### config.mk
export PLATFORM = sky130hd
export DESIGN_NAME = instr_encoder
export DESIGN_NICKNAME = d
export VERILOG_FILES = /design/src/rtl/instr_encoder.sv
export SDC_FILE = /design/constraint.sdc
export NUM_CORES = 1
export LEC_CHECK = 0
export ABC_AREA = 1
export CORE_ASPECT_RATIO = 1.1
export CORE_UTILIZATION = 48
export CTS_CLUSTER_DIAMETER = 40
export DETAILED_ROUTE_END_ITERATION = 6
export GPL_ROUTABILITY_DRIVEN = 0
export PLACE_DENSITY_LB_ADDON = 0.15
export SLEW_MARGIN = 20
export SYNTH_ARGS = -nofsm -noshare
export SYNTH_HDL_FRONTEND = slang
export SYNTH_SLANG_ARGS = --single-unit
### constraint.sdc
create_clock -name clk -period 1.7 [get_ports clk]
set_input_delay 0.255 -clock clk [delete_from_list [all_inputs] [get_ports clk]]
set_output_delay 0.255 -clock clk [all_outputs]
set_load 0.01 [all_outputs]
### src/rtl/instr_encoder.sv
// Instruction encoder: packs request fields into 32-bit words and hands them to
// instruction memory with an address. Define INSTR_ENCODER_CHECK_EN to reject illegal requests.
module instr_encoder #(
  parameter logic [31:0] BASE_ADDR = 32'h0000_0000,
  parameter logic [31:0] ADDR_STEP = 32'd4
) (
  input  logic        clk,
  input  logic        reset,
  input  logic        In_Valid,
  output logic        In_Ready,
  input  logic [3:0]  Cond,
  input  logic [1:0]  Op,
  input  logic [5:0]  Funct,
  input  logic [3:0]  Rn,
  input  logic [3:0]  Rd,
  input  logic [11:0] Src2,
  input  logic [23:0] Imm24,
  input  logic        Last,
  output logic        Out_Valid,
  input  logic        Out_Ready,
  output logic [31:0] Instr,
  output logic [31:0] Addr,
  output logic        Err,
  output logic        Done,
  input  logic        Clear,
  output logic [15:0] Count
);

  typedef enum logic [1:0] {
    IDLE = 2'd0,
    OUT  = 2'd1,
    DONE = 2'd2
  } state_e;

  localparam logic [1:0]  OP_BRANCH = 2'b10;
  localparam logic [15:0] COUNT_MAX = 16'hFFFF;

  state_e      state_q, state_d;
  logic [31:0] instr_q, instr_d;
  logic [31:0] addr_q, addr_d;
  logic [31:0] next_addr_q, next_addr_d;
  logic        last_q, last_d;
  logic [15:0] count_q, count_d;
  logic        err_q, err_d;

  logic        ready_raw;
  logic        accept;
  logic        mem_hs;
  logic        illegal;
  logic        load_word;
  logic [31:0] enc_word;

`ifdef INSTR_ENCODER_CHECK_EN
  // Multiply with an out-of-range function, or a data-processing compare form
  // that is missing its mandatory flag-setting bit.
  function automatic logic is_illegal(input logic [1:0] op, input logic [5:0] funct);
    logic mul_bad;
    logic dp_bad;
    mul_bad = (op == 2'b11) && (funct[4:1] > 4'b1000);
    dp_bad  = (op == 2'b00) && ((funct[4:1] == 4'b1010) || (funct[4:1] == 4'b1011))
              && !funct[0];
    return mul_bad || dp_bad;
  endfunction

  assign illegal = is_illegal(Op, Funct);
`else
  assign illegal = 1'b0;
`endif

  // Branches replace the low function bits and register fields with the offset.
  always_comb begin
    if (Op == OP_BRANCH) enc_word = {Cond, Op, Funct[5:4], Imm24};
    else                 enc_word = {Cond, Op, Funct, Rn, Rd, Src2};
  end

  // A word carrying Last blocks new requests during its own handshake.
  always_comb begin
    ready_raw = 1'b0;
    unique case (state_q)
      IDLE:    ready_raw = 1'b1;
      OUT:     ready_raw = Out_Ready & ~last_q;
      default: ready_raw = 1'b0;
    endcase
  end

  assign In_Ready  = ready_raw & ~reset;
  assign accept    = In_Valid & In_Ready;
  assign mem_hs    = (state_q == OUT) & Out_Ready;
  assign load_word = accept & ~illegal;

  always_comb begin
    // NOTE: every signal written here gets a default first, so no path can leave
    // it unassigned and infer a latch.
    state_d     = state_q;
    instr_d     = instr_q;
    addr_d      = addr_q;
    next_addr_d = next_addr_q;
    last_d      = last_q;
    count_d     = count_q;
    err_d       = accept & illegal;

    if (mem_hs && (count_q != COUNT_MAX)) count_d = count_q + 16'd1;

    if (load_word) begin
      instr_d     = enc_word;
      addr_d      = next_addr_q;
      next_addr_d = next_addr_q + ADDR_STEP;
      last_d      = Last;
    end

    unique case (state_q)
      IDLE: begin
        if (load_word)            state_d = OUT;
        else if (accept && Last)  state_d = DONE;
      end
      OUT: begin
        if (Out_Ready) begin
          if (last_q)               state_d = DONE;
          else if (load_word)       state_d = OUT;
          else if (accept && Last)  state_d = DONE;
          else                      state_d = IDLE;
        end
      end
      DONE: begin
        if (Clear) begin
          state_d     = IDLE;
          addr_d      = BASE_ADDR;
          next_addr_d = BASE_ADDR;
          count_d     = '0;
        end
      end
      default: state_d = IDLE;
    endcase
  end

  // NOTE: state registers use non-blocking assignments so every flop samples
  // the pre-edge values regardless of statement order.
  always_ff @(posedge clk) begin
    if (reset) begin
      state_q     <= IDLE;
      instr_q     <= '0;
      addr_q      <= BASE_ADDR;
      next_addr_q <= BASE_ADDR;
      last_q      <= 1'b0;
      count_q     <= '0;
      err_q       <= 1'b0;
    end else begin
      state_q     <= state_d;
      instr_q     <= instr_d;
      addr_q      <= addr_d;
      next_addr_q <= next_addr_d;
      last_q      <= last_d;
      count_q     <= count_d;
      err_q       <= err_d;
    end
  end

  assign Out_Valid = (state_q == OUT);
  assign Done      = (state_q == DONE);
  assign Instr     = instr_q;
  assign Addr      = addr_q;
  assign Count     = count_q;
  assign Err       = err_q;

endmodule

# Word level (Yosys, flattened, before mapping)
# Index checks and enable logic that the tools add are counted.
word_totals:
  ff_bits: 115
  in_bits: 62
  output_inout_bits: 84
  elab_cells: 44
classes:
  addsub: 2
  n_eq_ne: 7
  mux: 19
  bitwise: 6
  n_reduce_logical: 4
op_table:
  columns: ["operator", "n"]
  rows:
  - ["two-way mux 32 bit", 6]
  - ["two-way mux 16 bit", 3]
  - ["adder 32 x 3 -> 32 bit (second input constant)", 1]
  - ["two-way mux 24 bit", 1]
  - ["adder 16 x 1 -> 16 bit (second input constant)", 1]
  - ["inequality test 16 bit (second input constant)", 1]
  - ["two-way mux 2 bit", 7]
  - ["one-hot mux 2 bit (3 select lines)", 1]
  - ["AND 1 bit", 4]
  - ["equality test 2 bit (second input constant)", 2]
  - ["inequality test 2 x 1 -> 1 bit (second input constant)", 2]
  - ["inequality test 3 bit (second input constant)", 1]
  - ["AND reduction 3 bit", 1]
  - ["equality test 2 x 1 -> 1 bit (second input constant)", 1]
  - ["logical AND 1 bit", 2]
  - ["zero test 2 bit", 1]
  - ["inverter 1 bit", 2]
  - ["one-hot mux 1 bit (2 select lines)", 1]

# Depth between registers and ports, before layout
# Gate-level depths: netlist of the first run.
depth:
  ltp_word: 11
  depth_mapped: 11
  mapped_depth_nobuf: 10

# Worst setup path before layout of the first run
# OpenSTA, ideal clock, no wires.
synth_path:
  path_kind: "register to register"
  start: "register count_q[0], in the netlist Count[0]"
  end: "register count_q[1], in the netlist Count[1]"
  setup_time_ps: 116
  t_arrival_ps: 1422
  required_ps: 1584
  slack_ps: 162
  stages_incl_launch_ff: 10
  path_buffers: 1
  synth_period_minus_slack_ps: 1538
  path_cell_list: "dfxtp_1 -> ha_1 -> nand2_1 -> nor2_2 -> nand2_1 -> nand2_1 -> nand2_2 -> buf_2 -> o21ai_0 -> nor2_1"
synth_via:
  elab_chain_cells: 5
  elab_cells_between_ends: 6
  classes_between: "add/sub: 1; eq/ne: 1; mux: 3; reduce/logical: 1"
synth_lines:
  columns: ["item", "line_no", "text"]
  rows:
  - ["start: declaration", "43", "logic [15:0] count_q, count_d;"]
  - ["start signal: assignment", "153", "count_q <= count_d;"]
  - ["branches (longest 2 deep; another with adder 16 x 1 -> 16 bit)", null, null]
  - ["two-way mux 16 bit *", "102", "if (mem_hs && (count_q != COUNT_MAX)) count_d = count_q + 16'd1;"]
  - ["two-way mux 16 bit", "125", "if (Clear) begin"]
  - ["two-way mux 16 bit *", "111", "unique case (state_q)"]
# Mark *: on every way between the ends.
# A chain may end at the register's enable or synchronous reset.

# Final worst setup path of the first run
layout_path:
  start: "register instr_q[21], in the netlist Instr[21]"
  end: "output Instr[21]"
layout_rtl:
  columns: ["item", "line_no", "text"]
  rows:
  - ["start: declaration", "39", "logic [31:0] instr_q, instr_d;"]
  - ["start signal: assignment", "149", "instr_q <= instr_d;"]
  - ["end: declaration", "21", "output logic [31:0] Instr,"]
# No word-level cell between the ends.

==> metrics.txt, run 1 <==
gr ovfl total=0; Tcrit/Tclk final=0.9762; vias=5352; number of routed nets with antenna violations=0; crit-path max FO=2; syn_area_per_cell=7.072 sq um; dpl cell area=6768 sq um; Post-synth top cells=nand2_1, nor2_1, dfxtp_1; CP endpoint kind=output port; CTS tree=built; Cells after Synth=710; num rows=38; first-pass GRT wire length=23330 microns; average routed wire per standard cell=13.96 microns; Hold Crit Class=in -> reg; Leak=3.352 nW; number of port buffers=144; main combinational cell family by area after synthesis=simple AND/OR/NAND/NOR gates; Worst-Skew Late Latency=0.52 ns; delay-heaviest family, CP=buffers and inverters; yosys warns=0; status=finished, final reports clean; Layout area overhead=47.82%; CP Launch Type=flip-flop; Clock Skew=0.02009 ns; max cap viols=0; Synth top area share=0.4505; upper clock frequency limit=602.5 MHz; Place WS=-0.1763 ns; crit path DAT=1.40 ns; setup ws final=0.04038 ns; ys flop type=dfxtp_1; routed wire length=14340 microns; maximum vdd drop=0.0005964 V; layout cell share with drive strength beyond 1=0.1150; Starting Density=0.5005; number of synthesized flops with an enable pin=0; vias in the first global route=5135; DRT Pass-1 Iters=4; Fin. Hold Viols=0; power per cell area=943.2 nW/um^2; Die ar.=10870 sq um; Worst Path Required=1.44 ns; synthesized area=5021 sq um; worst stage delay on the critical path=0.57 ns; Nets=938; gr usage total=0.2753; XOR/XNOR Fraction of Synth Area=0.001744; DP HPWL=9995 microns; Simple-Gate Fraction of Synth Area=0.3063; dominant cells by area after synthesis=dfxtp_1, nand2_1, nor2_1; largest net degree at the start of global routing=55; Distinct cells, synth=29; cell taking the most area after synthesis=dfxtp_1; H-tree depth=4; Seq cells post-synth=113; post-synthesis compound-gate area fraction=0.1515; Critical-path top delay cell=clkdlybuf4s50_1; Core Util, Final=0.7398; most numerous cell in the Yosys netlist=nand2_1; die width=99.52 microns; WS Path Type=reg -> out; TritonCTS Buffers=17; setup TNS=0 ns; Die Ht=109.3 microns; clock slew at reported path FFs=0.06 ns; Top Ports=146; DRC=0; Finish-stage setup viols=0; mux share of post-synthesis cell area=0; antenna violations before repair=0; Crit path buffers/inverters=1; fraction of registers with async set/reset=0; Seq/Total Area, Yosys=0.4505; Adder-Cell Fraction of Synth Area=0.004984; cell breakdown of the critical path=clkdlybuf4s50_1; Slew Viols, Final=0; DR vias/cell=5.211; core area=10030 sq um; n_diodes=0; Syn Nets=774; clk sinks=113; First DRT Iteration DRCs=259; RSZ-0062 raised after global routing=false; design area=7422 sq um; min cycle time layout=1.660 ns; clock root cell=clkbuf_8; deepest clock path buffer count=2
state kept, by name (all words and copies together), names as in the netlist:
| signal | count |
|---|---|
| Addr | 32 |
| last_q | 1 |
| Instr | 32 |
| state_q | 2 |
| Count | 16 |
| next_addr_q | 30 |
metal layers:
metal / share of wire / global-route usage / vias up
met2: 0.50 / 0.4742 / 198
li1: - / - / 2667
met3: 0.062 / 0.08077 / 25
met4: 0.023 / 0.1345 / 0
met5: 0 / 0 / -
met1: 0.42 / 0.3129 / 2462
through the flow:
stage | hold WS (ns) | total power, mW | std cells
after floorplan | 0.3241 | 3.223 | 710
after global placement | 0.4258 | 3.680 | 990
after detailed placement | 0.4319 | 3.705 | 990
after CTS | 0.2855 | 7.056 | 1022
after global routing | 0.3047 | 7.270 | 1027
final | 0.3078 | 7.000 | 1027
cell usage in the layout, fill, tap and decap left out:
master             n
nand2_1          138
nor2_1           124
dfxtp_1          104
clkdlybuf4s50_1  100
o21ai_0           64
inv_1             54
nand3_1           54
a21oi_1           47
buf_4             31
a31oi_1           25
dlymetal6s2s_1    22
dlygate4sd2_1     21
clkbuf_16         16
nand4_1           12
dfxtp_2            9
o21ai_1            8
nor2_4             7
buf_12             7
nor3_1             5
nor2_2             5
clkinv_4           5
nand2_2            4
clkinv_2           4
nand3_2            2
clkbuf_8           2
bufinv_16          2
clkinvlp_4         2
nand4_4            1
inv_2              1
o21ai_2            1
nor3_2             1
and3_1             1
clkinv_1           1
xor2_1             1
nand3b_1           1
ha_1               1
ha_2               1
conb_1             1
clkbuf_1           1
clkbuf_2           1
logic make-up after synthesis:
group / after synthesis
DFF: 113
and+or+nand+nor: 354
buffers and inverters: 94
AOI/OAI and AO/OA: 145
xor gates and xnor gates: 1
other: 1
adders and majority gates: 2
report_power, final:
part | switching, mW | total, mW | internal [mW] | leakage [nW]
sequential | 0.0625 | 2.83 | 2.76 | 0.926
clock | 1.24 | 3.36 | 2.12 | 0.278
combinational | 0.379 | 0.817 | 0.438 | 2.15
layout make-up:
cell class / count / area, sq um
repair buffers: 182 / 1838
well taps: 140 / 175.2
flip-flops and latches: 113 / 2273
fillers: 782 / 2610
clock inverters: 13 / 138.9
clock buffers: 19 / 431.7
multi-input cells: 504 / 2355
inverters: 56 / 210.2
timing repair:
item / 4_1_cts / 5_1_grt
pin swaps: 0 / 2
gates resized for setup: 29 / 30
hold buffers: 0 / 0
cloned: 0 / 1
endpoints found under the setup margin: 22 / 44
endpoints found under the hold margin: 0 / 0
setup buffers: 0 / 4
worst register-to-register path, delay by kind of cell, from the launching register on:
kind,cells,cell delay (ns)
AOI/OAI and AO/OA,1,0.17
buffers and inverters,1,0.16
DFF,1,0.36
and+or+nand+nor,6,0.55
adders and majority gates,1,0.21
path summary, 6_finish.rpt:
check,from,to,slack (ns),cells after the start
setup / recovery,Instr[21],Instr[21],0.04,1
hold / removal,Src2[5],Instr[5],0.31,3
setup reg to reg,Count[0],Count[11],0.14,9
hold reg to reg,Addr[0],Addr[0],0.44,2
Power figures use the tool's default switching activity.
==> run 2: changes to the inputs <==
--- a/config.mk
+++ b/config.mk
@@ -6,8 +6,10 @@
 export NUM_CORES = 1
 export LEC_CHECK = 0
 export ABC_AREA = 1
+export CELL_PAD_IN_SITES_DETAIL_PLACEMENT = 1
+export CELL_PAD_IN_SITES_GLOBAL_PLACEMENT = 1
 export CORE_ASPECT_RATIO = 1.1
-export CORE_UTILIZATION = 48
+export CORE_UTILIZATION = 33
 export CTS_CLUSTER_DIAMETER = 40
 export DETAILED_ROUTE_END_ITERATION = 6
 export GPL_ROUTABILITY_DRIVEN = 0
==> run 2 against run 1 <==
  * Power rose by 3.5%
  * Global-route usage fell by 6.4 points
  * Setup slack improved by 0.0055 ns
  * Clock skew fell by 0.012 ns
  * Critical endpoint is now Count[4]
  * Largest cell class unchanged
==> metrics.txt, run 2 (synthesized netlist as in run 1, its figures left out) <==
largest net degree at the start of global routing=39; antenna violations before repair=0; gr ovfl total=0; DP HPWL=11860 microns; Multi-input gate area=2355 sq um; H-tree depth=4; Nets=952; Top Ports=146; Tcrit/Tclk final=0.9730; num rows=46; First DRT Iteration DRCs=268; deepest clock path buffer count=2; clock root cell=clkbuf_16; number of port buffers=144; CP endpoint kind=output port; max cap viols=0; Starting Density=0.3435; status=finished, final reports clean; most frequent cells in the layout=nand2_1, clkdlybuf4s50_1, nor2_1, dfxtp_1, o21ai_0; setup TNS=0 ns; Finish-stage setup viols=0; Placed Cells=1059; Clock Skew=0.008008 ns; layout cell share with drive strength beyond 1=0.1144; n_diodes=0; fillers=1864; Leak=3.089 nW; Die Ht=131.4 microns; upper clock frequency limit=604.6 MHz; crit path DAT=1.40 ns; power per cell area=948.9 nW/um^2; first-pass GRT wire length=26770 microns; DR vias/cell=4.944; gr usage total=0.2118; Core Util, Final=0.5225; Die ar.=15710 sq um; Hold Crit Class=in -> reg; min cycle time layout=1.654 ns; Worst-Skew Late Latency=0.42 ns; Reg area=2263 sq um; Slew Viols, Final=0; vias=5399; RSZ-0062 raised after global routing=false; average routed wire per standard cell=14.78 microns; most common cell after layout, fill and taps aside=nand2_1; DRT Pass-1 Iters=4; CTS tree=built; WS Path Type=reg -> out; TritonCTS Buffers=17; CTS hold repair buffers=0; clk sinks=113; routed wire length=16140 microns; core area=14620 sq um; crit-path max FO=5; Worst Path Required=1.44 ns; post-route insts no fill=1092; Fin. Hold Viols=0; die width=119.6 microns; CP Launch Type=flip-flop; hold slack=0.4137 ns; DRC=0; clock slew at reported path FFs=0.05 ns; maximum vdd drop=0.0007531 V; number of routed nets with antenna violations=0; Layout area overhead=52.13%; vias in the first global route=5779
-- run 2: changes by cell type in the layout (fill, tap and decap cells not counted), moves of 3 or more --
cell / delta
clkbuf_1: +3
buf_12: +5
clkdlybuf4s50_1: +34
clkbuf_8: +3
buf_4: +9
dfxtp_2: -8
dlymetal6s2s_1: -18
clkinv_4: -5
dfxtp_1: +8
dlygate4sd2_1: -16
-- run 2: cell type report --
cell class / count / share of cell area
clock buffer: 26 / 0.06667
clock inverter: 5 / 0.009828
inverter: 56 / 0.02752
multi-input combinational: 504 / 0.3083
sequential: 113 / 0.2963
tap: 192 / 0.03145
timing repair buffer: 196 / 0.2600
-- run 2: critical path, cell delays in order, from the launching register on --
cell and delay (ns):
dfxtp_1 0.32, buf_4 0.13, clkdlybuf4s50_1 0.53
-- run 2: per-stage QoR --
step / setup slack (ns) / power, mW / cell area, sq um
global placement: -0.2340 / 3.738 / 7023
floorplan: 0.1623 / 3.223 / 5021
detailed placement: -0.2698 / 3.767 / 7023
CTS: 0.004354 / 7.320 / 7600
finish: 0.04592 / 7.248 / 7639
global route: 0.0006221 / 7.543 / 7639
-- run 2: what timing repair did --
action | 4_1_cts | 5_1_grt
setup buffers | 0 | 1
gates resized for setup | 6 | 12
pin swaps | 0 | 1
endpoints found under the setup margin | 6 | 22
cloned | 0 | 1
-- run 2: where the power goes --
part,internal [mW],switching (mW)
clock,2.33,1.20
sequential,2.76,0.0609
combinational,0.488,0.401
total,5.59,1.66
-- run 2: worst paths after layout --
path	startpoint	endpoint	slack, ns	cells after the start
max	Count[4]	Count[4]	0.05	2
min	Funct[3]	Instr[23]	0.41	3
max reg2reg	next_addr_q[3]	next_addr_q[20]	0.16	8
min reg2reg	Addr[1]	Addr[1]	0.45	2
-- run 2: routing by layer --
| layer | up-vias | global-route usage | routed length, microns |
|---|---|---|---|
| li1 | 2683 | - | - |
| met1 | 2567 | 0.2269 | 6687 |
| met2 | 123 | 0.3799 | 8247 |
| met3 | 26 | 0.07248 | 905 |
| met4 | 0 | 0.07708 | 296 |
| met5 | - | 0 | 0 |
==> run 3: changes to the inputs <==
--- a/config.mk
+++ b/config.mk
@@ -10,7 +10,7 @@
 export CELL_PAD_IN_SITES_GLOBAL_PLACEMENT = 1
 export CORE_ASPECT_RATIO = 1.1
 export CORE_UTILIZATION = 33
-export CTS_CLUSTER_DIAMETER = 40
+export CTS_CLUSTER_DIAMETER = 150
 export DETAILED_ROUTE_END_ITERATION = 6
 export GPL_ROUTABILITY_DRIVEN = 0
 export PLACE_DENSITY_LB_ADDON = 0.15
==> constraint.sdc (replaced) <==
create_clock -name clk -period 1.7 [get_ports clk]
set_input_delay 0.255 -clock clk [delete_from_list [all_inputs] [get_ports clk]]
set_output_delay 0.255 -clock clk [all_outputs]
set_load 0.1 [all_outputs]
==> run 3 against run 2 <==
  * Setup slack improved by 0.041 ns
  * Clock skew shrank 0.00056 ns
  * Design area up 11%
  * First-iteration DRC count shrank 29%
  * Sequential share of layout area down 2.5 points
  * Combinational power rose by 110%
  * Worst hold slack worse by 0.0036 ns
  * Power grew 15%
  * Clock power rose by 3%
  * Critical endpoint is now In_Ready
  * Largest power group unchanged
==> metrics.txt, run 3 (synthesized netlist as in run 1, its figures left out) <==
Fin. Hold Viols=0; most frequent cells in the layout=nand2_1, nor2_1, dfxtp_1, buf_12, o21ai_0; H-tree depth=4; n_diodes=0; core area=14620 sq um; Top Layer Used=met4; upper clock frequency limit=620.1 MHz; min cycle time layout=1.613 ns; max cap viols=0; Layout area overhead=68.20%; Nets=943; maximum vdd drop=0.0006983 V; Detail Route met3 WL=1160 microns; clock slew at reported path FFs=0.05 ns; num rows=46; crit-path max FO=2; DRC=0; Worst-Skew Late Latency=0.42 ns; Tcrit/Tclk final=0.9487; most common cell after layout, fill and taps aside=nand2_1; DP HPWL=12670 microns; R2R Setup Slk=0.10 ns; power per cell area=988.0 nW/um^2; status=finished, final reports clean; TritonCTS Buffers=17; DRT Pass-1 Iters=4; fillers=1726; vias in the first global route=5814; CP endpoint kind=output port; vias=5495; routed wire length=17810 microns; hold slack=0.4102 ns; gr ovfl total=0; Hold Crit Class=in -> reg; CTS tree=built; deepest clock path buffer count=2; Die Ht=131.4 microns; first-pass GRT wire length=28470 microns; clock root cell=clkbuf_16; layout cell share with drive strength beyond 1=0.2267; Clock Skew=0.007451 ns; DR vias/cell=5.074; Top Ports=146; crit path DAT=1.36 ns; FF-to-FF path depth=10; clk sinks=113; antenna violations before repair=0; Cells on Worst Hold Path=3; average routed wire per standard cell=16.44 microns; die width=119.6 microns; CTS hold repair buffers=0; M1 WL=6675 microns; Die ar.=15710 sq um; WS Path Type=in -> out; Finish-stage setup viols=0; Core Util, Final=0.5777; largest net degree at the start of global routing=54; Leak=3.372 nW; number of routed nets with antenna violations=0; Starting Density=0.3435; met2 WL=9517 microns; Worst Path Required=1.44 ns; Slew Viols, Final=0; First DRT Iteration DRCs=191; number of port buffers=144; gr usage total=0.2302; CP Launch Type=primary input
[run 3: cell count changes in the layout (fill, tap and decap cells not counted), sizes merged]
cell and delta:
dlygate4sd2 -5, buf +74, dlymetal6s2s -4, clkdlybuf4s15 -1, clkbuf +1, clkinv -1, clkdlybuf4s50 -73
[run 3: stage by stage]
step	cells	total power [mW]	setup TNS (ns)	setup slack, ns	instance area, sq um
5_1_grt	1083	8.620	-0.07482	-0.04183	8446
4_1_cts	1076	8.427	0	0.003819	8347
3_3_place_gp	1045	4.727	-5.146	-0.1566	7744
3_5_place_dp	1045	4.765	-10.01	-0.2385	7744
2_1_floorplan	710	3.949	0	0.01171	5066
6_report	1083	8.344	0	0.08724	8446
[run 3: per-layer routing]
| layer | global-route usage | vias up |
|---|---|---|
| li1 | - | 2680 |
| met1 | 0.2302 | 2620 |
| met2 | 0.4220 | 154 |
| met3 | 0.08116 | 41 |
| met4 | 0.1028 | 0 |
| met5 | 0 | - |
[run 3: critical path: stages]
cell	delay, ns
clkdlybuf4s50_1	0.50
inv_1	0.09
nand2_2	0.09
nand2_1	0.09
nor2_4	0.14
buf_12	0.19
[run 3: final timing paths]
check / from / to
setup / recovery: Out_Ready / In_Ready
hold / removal: Funct[2] / Instr[22]
setup reg to reg: Count[0] / Count[11]
hold reg to reg: Addr[1] / Addr[1]
[run 3: timing repair]
| action | CTS | global route |
|---|---|---|
| endpoints found under the setup margin | 1 | 25 |
| cloned | 0 | 1 |
| resized for setup | 0 | 14 |
| pin swaps | 1 | 4 |
| buffers inserted | 0 | 6 |
[run 3: power breakdown]
group	total (mW)	switching, mW	internal [mW]
registers	2.89	0.123	2.76
logic	1.83	1.13	0.693
clock network	3.63	1.22	2.42
[run 3: cell type report]
cell class / instances / area (sq um) / area share
Tap cell: 192 / 240.2 / 0.02844
Clock inverter: 4 / 70.07 / 0.008296
Inverter: 56 / 210.2 / 0.02489
Multi-Input combinational cell: 504 / 2409 / 0.2852
Clock buffer: 27 / 533.0 / 0.06311
Sequential cell: 113 / 2288 / 0.2710
Timing Repair Buffer: 187 / 2695 / 0.3191
